--- config.mk ---
export PLATFORM = sky130hd
export DESIGN_NAME = pc_unit
export DESIGN_NICKNAME = d
export VERILOG_FILES = /design/src/rtl/pc_pkg.sv /design/src/rtl/pc_ras.sv /design/src/rtl/pc_unit.sv
export SDC_FILE = /design/constraint.sdc
export NUM_CORES = 1
export LEC_CHECK = 0
export BUFFER_PORTS_ARGS = -buffer_cell sky130_fd_sc_hd__buf_4
export CAP_MARGIN = 20
export CORE_MARGIN = 1
export CORE_UTILIZATION = 45
export CTS_BUF_LIST = sky130_fd_sc_hd__clkbuf_16
export DETAILED_ROUTE_END_ITERATION = 8
export PLACE_DENSITY = 0.78
export RECOVER_POWER = 50
export SYNTH_ARGS = -nofsm -noshare
export SYNTH_HDL_FRONTEND = slang
export SYNTH_SLANG_ARGS = --single-unit
--- constraint.sdc ---
create_clock -name clock -period 4 [get_ports clock]
set_clock_uncertainty 0.1 [all_clocks]
set_input_delay 0.6 -clock clock [delete_from_list [all_inputs] [get_ports clock]]
set_output_delay 0.6 -clock clock [all_outputs]
set_load 0.01 [all_outputs]
--- src/rtl/pc_pkg.sv ---
`default_nettype none
// ============================================================================
//  Module      : pc_pkg
//  Description : Shared types for the program-counter unit. Holds the
//                next-PC operation encoding and the width of the pc_op port.
//  Revision    : 1.0  initial release
// ============================================================================
package pc_pkg;

    // Width of the pc_op port.
    localparam int PC_OP_W = 2;

    // Next-PC operation selected by pc_op.
    typedef enum logic [PC_OP_W-1:0] {
        PC_OP_INC = 2'b00,  // sequential: pc_out + STEP
        PC_OP_BR  = 2'b01,  // relative:   pc_out + signed offset
        PC_OP_JMP = 2'b10,  // absolute:   target
        PC_OP_RET = 2'b11   // return:     top of return-address stack
    } pc_op_e;

endpackage : pc_pkg
`default_nettype wire

--- src/rtl/pc_ras.sv ---
`default_nettype none
// ============================================================================
//  Module      : pc_ras
//  Description : Return-address stack. LIFO of DEPTH entries, each WIDTH bits.
//                A push while full and a pop while empty are ignored here;
//                the parent decides whether that is an error.
//  Ports       : clk          rising-edge clock
//                rst          asynchronous active-high reset (empties stack)
//                i_push       push i_push_data onto the stack
//                i_pop        remove the top entry
//                i_push_data  value written on push
//                o_top        current top entry (undefined while empty)
//                o_full       stack holds DEPTH entries
//                o_empty      stack holds no entries
//  Revision    : 1.0  initial release
// ============================================================================
module pc_ras #(
    parameter int WIDTH = 8,
    parameter int DEPTH = 4
) (
    input  logic             clk,
    input  logic             rst,
    input  logic             i_push,
    input  logic             i_pop,
    input  logic [WIDTH-1:0] i_push_data,
    output logic [WIDTH-1:0] o_top,
    output logic             o_full,
    output logic             o_empty
);

    localparam int PTR_W = $clog2(DEPTH);
    localparam int CNT_W = PTR_W + 1;

    logic [WIDTH-1:0] r_mem [DEPTH];
    logic [CNT_W-1:0] r_count;

    logic [PTR_W-1:0] w_wr_idx;
    logic [PTR_W-1:0] w_rd_idx;
    logic             w_do_push;
    logic             w_do_pop;

    // The entry count doubles as the write slot; the top is one below it.
    assign w_wr_idx  = r_count[PTR_W-1:0];
    assign w_rd_idx  = w_wr_idx - PTR_W'(1);

    assign o_full    = (r_count == CNT_W'(DEPTH));
    assign o_empty   = (r_count == '0);
    assign o_top     = r_mem[w_rd_idx];

    assign w_do_push = i_push && !o_full;
    assign w_do_pop  = i_pop  && !o_empty;

    always_ff @(posedge clk or posedge rst) begin
        if (rst) begin
            r_count <= '0;
        end else if (w_do_push) begin
            r_count <= r_count + CNT_W'(1);
        end else if (w_do_pop) begin
            r_count <= r_count - CNT_W'(1);
        end
    end

    // Storage is not reset: an entry is only ever read after being pushed.
    always_ff @(posedge clk) begin
        if (w_do_push) begin
            r_mem[w_wr_idx] <= i_push_data;
        end
    end

endmodule : pc_ras
`default_nettype wire

--- src/rtl/pc_unit.sv ---
`default_nettype none
// ============================================================================
//  Module      : pc_unit
//  Description : Program-counter unit at the head of the fetch path.
//                Computes the next PC (increment, relative branch, absolute
//                jump, return) and registers it when enabled. With the
//                PC_RAS_EN macro defined, a return-address stack supports
//                call (BR/JMP + pc_push) and return (RET).
//  Ports       : clock      rising-edge clock
//                reset      asynchronous active-high reset
//                pc_en      1 = update PC, 0 = stall (all state holds)
//                pc_op      00 INC, 01 BR, 10 JMP, 11 RET
//                pc_push    with BR/JMP: push pc_out+STEP (call)
//                pc_target  absolute JMP target
//                pc_offset  signed BR offset relative to pc_out
//                pc_out     registered current PC
//                pc_next    value pc_out takes at the next enabled edge
//                ras_full   stack holds RAS_DEPTH entries
//                ras_empty  stack holds no entries
//                ras_err    sticky stack overflow/underflow flag
//  Config      : PC_RAS_EN  defined = return-address stack present
//  Revision    : 1.0  initial release
// ============================================================================
module pc_unit
    import pc_pkg::*;
#(
    parameter int WIDTH        = 8,
    parameter int STEP         = 1,
    parameter int RESET_VECTOR = 0,
    parameter int RAS_DEPTH    = 4
) (
    input  logic               clock,
    input  logic               reset,
    input  logic               pc_en,
    input  logic [PC_OP_W-1:0] pc_op,
    input  logic               pc_push,
    input  logic [WIDTH-1:0]   pc_target,
    input  logic [WIDTH-1:0]   pc_offset,
    output logic [WIDTH-1:0]   pc_out,
    output logic [WIDTH-1:0]   pc_next,
    output logic               ras_full,
    output logic               ras_empty,
    output logic               ras_err
);

    localparam logic [WIDTH-1:0] c_step         = WIDTH'(STEP);
    localparam logic [WIDTH-1:0] c_reset_vector = WIDTH'(RESET_VECTOR);

    pc_op_e           w_op;
    logic [WIDTH-1:0] w_pc_inc;
    logic [WIDTH-1:0] w_pc_br;
    logic [WIDTH-1:0] w_ret_target;

    assign w_op     = pc_op_e'(pc_op);
    assign w_pc_inc = pc_out + c_step;
    // Two's-complement offset: plain modular addition covers negative values.
    assign w_pc_br  = pc_out + pc_offset;

`ifdef PC_RAS_EN
    logic             w_push_req;
    logic             w_pop_req;
    logic [WIDTH-1:0] w_ras_top;
    logic             w_ras_full;
    logic             w_ras_empty;
    logic             r_ras_err;

    // Calls are BR/JMP with pc_push; pc_push on INC/RET is ignored.
    assign w_push_req = pc_en && pc_push && ((w_op == PC_OP_BR) || (w_op == PC_OP_JMP));
    assign w_pop_req  = pc_en && (w_op == PC_OP_RET);

    pc_ras #(
        .WIDTH (WIDTH),
        .DEPTH (RAS_DEPTH)
    ) u_ras (
        .clk         (clock),
        .rst         (reset),
        .i_push      (w_push_req),
        .i_pop       (w_pop_req),
        .i_push_data (w_pc_inc),
        .o_top       (w_ras_top),
        .o_full      (w_ras_full),
        .o_empty     (w_ras_empty)
    );

    // Underflowing return falls through to the sequential address.
    assign w_ret_target = w_ras_empty ? w_pc_inc : w_ras_top;

    always_ff @(posedge clock or posedge reset) begin
        if (reset) begin
            r_ras_err <= 1'b0;
        end else if ((w_push_req && w_ras_full) || (w_pop_req && w_ras_empty)) begin
            r_ras_err <= 1'b1;
        end
    end

    assign ras_full  = w_ras_full;
    assign ras_empty = w_ras_empty;
    assign ras_err   = r_ras_err;
`else
    // No stack: RET degenerates to INC, call requests are ignored.
    logic w_unused_push;
    localparam int c_unused_ras_depth = RAS_DEPTH;

    assign w_unused_push = pc_push;
    assign w_ret_target  = w_pc_inc;
    assign ras_full      = 1'b0;
    assign ras_empty     = 1'b1;
    assign ras_err       = 1'b0;
`endif

    always_comb begin
        pc_next = w_pc_inc;
        case (w_op)
            PC_OP_INC: pc_next = w_pc_inc;
            PC_OP_BR:  pc_next = w_pc_br;
            PC_OP_JMP: pc_next = pc_target;
            PC_OP_RET: pc_next = w_ret_target;
            default:   pc_next = w_pc_inc;
        endcase
    end

    always_ff @(posedge clock or posedge reset) begin
        if (reset) begin
            pc_out <= c_reset_vector;
        end else if (pc_en) begin
            pc_out <= pc_next;
        end
    end

endmodule : pc_unit
`default_nettype wire

# After elaboration in Yosys (flattened, before gate mapping)
# Cells that the tools add are included.
# word_totals
regBits,8
input_bits,22
out_inout_bits,19
elab_cells,9
# classes
add_sub_neg,2
eq_ne,3
mux,1
n_reduce_logical,2
# ops
operator,n
$pmux 8 s3,1
$add 8x1->8 const B,1
$add 8x8->8,1
$eq 2x2->1 const B,2
$eq 2x1->1 const B,1
$logic_not 2->1,1
$reduce_or 2->1,1

# Depth between registers and ports, before layout
# Gate-level depths: netlist (run 1).
# depth
depth_word,3
depth_mapped,11
mapped_depth_nobuf,11

# Worst setup path after synthesis (run 1)
# Ideal clock, no wire load.
# synth_timing
path_type,input to output
start,in pc_op[0]
end,out pc_next[6]
arrival_time_ps,2768
t_required_ps,3300
path_slack_ps,532
cell_stages,11
path_buffers,0
cell_sequence,inv_1 -> ha_1 -> or2_2 -> ha_1 -> inv_1 -> fa_1 -> nor2b_4 -> o31a_1 -> o21a_1 -> o21a_1 -> o31ai_1
# synth_via
elab_chain_len,3
elab_cells_between_ends,6
classes_between,eq/ne: 3; mux: 1; reduce/logical: 2
# synth_lines
item,line_no,rtl
"start, declared",pc_unit.sv:35,"input logic [PC_OP_W-1:0] pc_op,"
$eq 2x2->1 or $logic_not 2->1 (tied branches),pc_unit.sv:113,case (w_op)
$reduce_or 2->1 (no source line),n/a,
$pmux 8 s3 *,pc_unit.sv:113,
"end, declared",pc_unit.sv:40,"output logic [WIDTH-1:0] pc_next,"
# Mark *: on every way between the ends. The rest lies on a longest branch, timed or not.

# Worst setup path in the final report (run 1)
# Same ends and word-level chain as after synthesis.

==> reports/results.ini, run 1 <==
[clock_tree]
cts_num_sinks = 8
path_clk_slew_ps = 30
clockRootBuffer = clkbuf_16
clk_latency_ps = 230
postCtsHoldBufs = 0
cts-buffers-inserted = 3
cts_tree = yes
post_cts_resized = 0
cts_setup_buffers = 0
cts_buffer_depth = 2
htree_levels = 1

[routing]
firstDrtPassIters = 4
totalWireLength_um = 2060
vias_per_cell = 5.36
vias = 847
drt-wirelength-per-cell_um = 13.0
ant_nets = 0
first_iter_violations = 20
drc = 0

[timing]
finalSetupTns_ps = 0
clock.fmax_mhz = 276
rsz0062_at_grt = no
max_slew_margin_pct = 64.4
hold_viol_final = 0
worstMarginPinSlew_ps = 535
finalCritPeriodShare_pct = 90.5
finalSetupViolCount = 0
maxSlewViolCount = 0
fin_crit_ps = 3620

[critical_path]
end_kind = output port
crit_start = pc_op[0]
cp.required_ps = 3300
path_class = primary input to output port
ff2ff_path_depth = 8
worstPathArrival_ps = 2920
r2r_start = pc_out[0]
worst_r2r_endpoint = pc_out[6]
crit_fanout = 4
cp-start-kind = primary input
reg2reg_slack_ps = 1800

[floorplanning]
io_pins = 41
die-area_sq_um = 2050
rows = 15
die_w_um = 45.3
core_sq_um = 1750
die_h_um = 45.3
initial_core_util_pct = 48.2

[global_routing]
busiest_layer = met2
grt_antenna_before_repair = 0
grt_first_pass_wirelength_um = 3410
met2_usage_pct = 36.2
grt_max_degree = 18
overflow = 0
first_global_vias = 781
met1_usage_pct = 32.8
met3_usage_pct = 3.60
grt_usage_pct = 23.4

[layout]
layout-drive-gt1-share_pct = 32.3
largestRegisters = pc_out: 8 flops
nets = 166
syn_to_final_growth_pct = 38.5
diodes = 0
n_fill_cell = 160
top_register = pc_out
largest_reg_flops = 8

[logic_synthesis]
synth_area_leaders = dfrtp_1 (24%), ha_1 (12%), mux2_2 (9.4%), o21ai_0 (5.3%), nor2b_1 (4.5%)
netlist.area_leader.share_pct = 23.8
yosysTopAreaCell = dfrtp_1
syn_area_sq_um = 842
synthFlopType = dfrtp_1
ys_warn_count = 0
yosysUniqueCellTypes = 38
ys_seq_area_share_pct = 23.8
synth_edf_count = 0
postSynthCellCount = 98
synth_seq_cells = 8
avgSynthCellArea_sq_um = 8.59
async_flop_share_pct = 100

[pwr]
p_int_w = 0.000512
power_frac_comb_pct = 61.7
power.share.clock_pct = 19.2
power.total_w = 0.000856
swShare_pct = 40.2
p_switching_w = 0.000345
powerDensity_nw_per_um2 = 734
power_leakage_nw = 0.548
ir_worst_vdd_mv = 0.466
seqPwrFrac_pct = 19.1

[placement]
place_hpwl_um = 1670
portBuffers = 36
place_congestion = 0.784

[status]
run_status = finished, final reports clean

[hold_path]
worstHoldPathType = primary input to async pin

[run]
maxCapViolCount = 0

==> cell usage in the layout (no fill, tap or decap), drive strengths merged, types with 2 or more instances in the layout <==
cell type,count
a211oi,2
a21oi,2
buf,28
clkbuf,12
conb,3
dfrtp,8
ha,8
inv,8
mux2,7
nand2,9
nor2,3
nor2b,7
nor3,2
o21a,3
o21ai,9
o22ai,2
xnor2,3
==> stage by stage <==
| step | hold slack [ps] | utilization [%] | cells | setup WS [ps] | instance area [sq um] |
|---|---|---|---|---|---|
| after floorplan | 316 | - | 99 | 532 | 846 |
| after global placement | 439 | 64.2 | 155 | 397 | 1120 |
| after detailed placement | 447 | 64.2 | 155 | 366 | 1120 |
| after CTS | 226 | 68.5 | 158 | 366 | 1200 |
| after global routing | 244 | 66.8 | 158 | 193 | 1170 |
| final | 219 | 66.8 | 158 | 381 | 1170 |
==> worst max path at each step <==
stage                             to
final                     pc_next[6]
after global routing      pc_next[7]
after CTS                 pc_next[6]
after detailed placement  pc_next[6]
after global placement    pc_next[6]
after floorplan           pc_next[6]
==> metal layers <==
metal	vias to the layer above	routed length, um
met5	-	0
met4	0	26
met3	5	102
met2	34	1020
met1	399	912
li1	409	-
==> layout make-up <==
class                           instances  area [sq um]  area share, %
Clock buffer                            3          75.1           6.44
Inverter                                8          30.0           2.58
Multi-Input combinational cell         77           582           49.9
Sequential cell                         8           200           17.2
Tap cell                               25          31.3           2.68
Timing Repair Buffer                   37           248           21.2
==> worst max-delay path, cell delays in order <==
cell	delay, ps
buf_4	80
inv_1	30
ha_1	300
or2_2	310
ha_1	220
inv_1	70
fa_1	250
nor2b_4	50
o31a_1	250
o21a_1	210
o21a_1	170
o31ai_1	220
buf_4	170
==> kinds of logic (layout without fill, tap and decap cells) <==
family | Yosys count | in the layout | share of synthesized area [%]
flip-flops | 8 | 8 | 23.8
other | 2 | 3 | 0.892
AND/OR/NAND/NOR | 26 | 26 | 16.5
buffers and inverters | 14 | 48 | 7.58
XOR/XNOR | 4 | 4 | 4.16
AO/OA/AOI/OAI | 28 | 28 | 23.5
adder cells (fa/ha/maj) | 9 | 9 | 14.3
multiplexers | 7 | 7 | 9.36
==> power by group through the flow <==
stage               logic (W)  clock network, W  registers (W)
finish               0.000529          0.000164       0.000163
global route         0.000588          0.000170       0.000169
CTS                  0.000561          0.000167       0.000163
detailed placement   0.000557                 0       0.000163
floorplan            0.000326                 0       0.000173
global placement     0.000544                 0       0.000161
==> synthesized netlist by cell type, types with 2 or more instances <==
master	n
a21oi_1	2
buf_4	3
clkbuf_1	2
conb_1	2
dfrtp_1	8
ha_1	8
inv_1	8
mux2_2	7
nand2_1	9
nor2_1	3
nor2b_1	6
nor3_1	2
o21a_1	3
o21ai_0	9
xnor2_1	3
No activity file was read; power rests on OpenSTA's default activity.
==> inputs of run 2 (changes only) <==
--- a/config.mk
+++ b/config.mk
@@ -7,11 +7,13 @@
 export LEC_CHECK = 0
 export BUFFER_PORTS_ARGS = -buffer_cell sky130_fd_sc_hd__buf_4
 export CAP_MARGIN = 20
+export CELL_PAD_IN_SITES_DETAIL_PLACEMENT = 1
+export CELL_PAD_IN_SITES_GLOBAL_PLACEMENT = 2
 export CORE_MARGIN = 1
-export CORE_UTILIZATION = 45
+export CORE_UTILIZATION = 24
 export CTS_BUF_LIST = sky130_fd_sc_hd__clkbuf_16
 export DETAILED_ROUTE_END_ITERATION = 8
-export PLACE_DENSITY = 0.78
+export PLACE_DENSITY = 0.77
 export RECOVER_POWER = 50
 export SYNTH_ARGS = -nofsm -noshare
 export SYNTH_HDL_FRONTEND = slang
==> run 2 against run 1 <==
  * Die area up 83%
  * Final cell count up 13%
  * Combinational power about the same
  * Non-clock buffer count unchanged
  * Sequential share of layout area down 0.38 points
  * Power up 0.64%
  * Via count down 1.3%
  * Wire length up 21%
  * Register-to-register slack worse by 30 ps
  * Global-route usage down 9.1 points
  * First-iteration DRC count down 20%
  * Setup slack worse by 44 ps
  * Critical path type unchanged
  * Highest routed layer unchanged
==> reports/results.ini, run 2 (synthesis results as in run 1) <==
[clock_tree]
cts_num_sinks = 8  ; unchanged
clk_latency_ps = 230  ; about the same
path_clk_slew_ps = 40  ; about the same
cts-buffers-inserted = 3  ; unchanged
cts_setup_buffers = 0  ; unchanged
htree_levels = 1  ; unchanged
post_cts_resized = 0  ; unchanged
postCtsHoldBufs = 0  ; unchanged
clockRootBuffer = clkbuf_16
cts_tree = yes
cts_buffer_depth = 2  ; unchanged

[run]
maxCapViolCount = 0  ; unchanged

[status]
run_status = finished, final reports clean

[global_routing]
first_global_vias = 833  ; +6.7%
grt_usage_pct = 14.4  ; -9.1 points
grt_antenna_before_repair = 0  ; unchanged
grt_max_degree = 18  ; unchanged
grt_first_pass_wirelength_um = 3840  ; +13%
overflow = 0  ; unchanged

[critical_path]
end_kind = output port
cp.required_ps = 3300  ; about the same
worstPathArrival_ps = 2960  ; +40 ps
path_class = primary input to output port
cp-start-kind = primary input
crit_fanout = 4  ; unchanged

[layout]
final_common_cell = buf_4
diodes = 0  ; unchanged
regArea_sq_um = 200  ; unchanged
largestRegisters = pc_out: 8 flops
n_fill_cell = 415  ; +160%
top_register = pc_out
multi_input_area_sq_um = 582  ; unchanged
layout-drive-gt1-share_pct = 32.3  ; unchanged
syn_to_final_growth_pct = 41.6
design_area_sq_um = 1190  ; +2.3%
nets = 166  ; unchanged
mostFrequentLayoutCells = buf_4 (28), o21ai_0 (9), nand2_1 (9)
largest_reg_flops = 8  ; unchanged

[timing]
max_slew_margin_pct = 60.3  ; -4.1 points
finalHoldWorstSlack_ps = 240  ; +20.8 ps
finalCritPeriodShare_pct = 91.6  ; +1.1 points
finalSetupTns_ps = 0  ; unchanged
rsz0062_at_grt = no
finalSetupViolCount = 0  ; unchanged
maxSlewViolCount = 0  ; unchanged
worstMarginPinSlew_ps = 596  ; +61.3 ps
clock.fmax_mhz = 273  ; -1.2%
fin_crit_ps = 3660  ; +44.3 ps
hold_viol_final = 0  ; unchanged
worst_slack_ps = 337  ; -44.3 ps

[routing]
firstDrtPassIters = 5  ; +1
drc = 0  ; unchanged
totalWireLength_um = 2500  ; +21%
vias_per_cell = 4.67  ; -13%
drt-wirelength-per-cell_um = 13.9  ; +7.1%
vias = 836  ; -1.3%
first_iter_violations = 16  ; -20%
maxUsedRoutingLayer = met4
wl_met1_um = 1110  ; +22%
dr_wl_met3_um = 134  ; +31%
wl_met2_um = 1220  ; +20%
ant_nets = 0  ; unchanged

[placement]
portBuffers = 36  ; unchanged
place_hpwl_um = 1930  ; +16%
place_congestion = 0.773  ; -1.5%
pre_cts_ws_ps = 312  ; -54.7 ps
dpl_cell_area_sq_um = 1150  ; +2.3%

[floorplanning]
die_h_um = 61.2  ; +35%
rows = 21  ; +6
die-area_sq_um = 3750  ; +83%
io_pins = 41  ; unchanged
die_w_um = 61.2  ; +35%
core_sq_um = 3340  ; +91%
initial_core_util_pct = 25.2  ; -23 points

[pwr]
seqPwrFrac_pct = 18.3  ; -0.8 points
ir_worst_vdd_mv = 0.155  ; -67%
swShare_pct = 40.4  ; +0.20 points
p_int_w = 0.000513  ; +0.30%
p_switching_w = 0.000349  ; +1.1%
powerDensity_nw_per_um2 = 723  ; -1.6%
power_frac_comb_pct = 61.7  ; about the same
power_leakage_nw = 0.548  ; unchanged
power.share.clock_pct = 20.0  ; +0.8 points

[hold_path]
worstHoldPathType = primary input to async pin

run 2: cell counts in the layout (fill, tap and decap cells not counted):
No cell type changed its count.
run 2: worst paths after layout:
kind | slack [ps] | to | startpoint | cells past startpoint
worst max register to register | 1770 | pc_out[6] | pc_out[0] | 8
worst max-delay path | 340 | pc_next[6] | pc_op[0] | 13
worst min-delay path | 240 | pc_out[6] | reset | 2
min in group clock | 440 | pc_out[3] | pc_out[3] | 1
max in group asynchronous | 3290 | pc_out[2] | reset | 2
worst min register to register | 440 | pc_out[3] | pc_out[3] | 1
run 2: routing by layer:
layer  up-vias  global-route usage [%]
li1        410                       -
met1       396                    17.6
met2        26                    24.8
met3         4                    2.52
met4         0                    5.84
met5         -                       0
run 2: final cells by class:
class                      count  area share, %
sequential                     8           16.8
clock buffer                   3           6.30
tap                           46           4.83
inverter                       8           2.52
timing repair buffer          37           20.8
multi-input combinational     77           48.8
run 2: worst max-delay path, cell delays in order:
cell	delay (ps)
buf_4	80
inv_1	30
ha_1	330
or2_2	310
ha_1	220
inv_1	70
fa_1	260
nor2b_4	60
o31a_1	250
o21a_1	220
o21a_1	180
o31ai_1	200
buf_4	160
run 2: through the flow:
stage / total power (W) / std cells / util, %
after CTS: 0.000908 / 179 / 36.6
after global routing: 0.000941 / 179 / 35.7
after floorplan: 0.000499 / 99 / -
after detailed placement: 0.000727 / 176 / 34.4
after global placement: 0.000705 / 176 / 34.4
final: 0.000862 / 179 / 35.7
run 2: power by group through the flow:
| stage | sequential, W | combinational, W | clock, W |
|---|---|---|---|
| floorplan | 0.000173 | 0.000326 | 0 |
| global placement | 0.000158 | 0.000547 | 0 |
| detailed placement | 0.000159 | 0.000568 | 0 |
| CTS | 0.000159 | 0.000573 | 0.000175 |
| global route | 0.000164 | 0.000599 | 0.000178 |
| finish | 0.000158 | 0.000532 | 0.000172 |
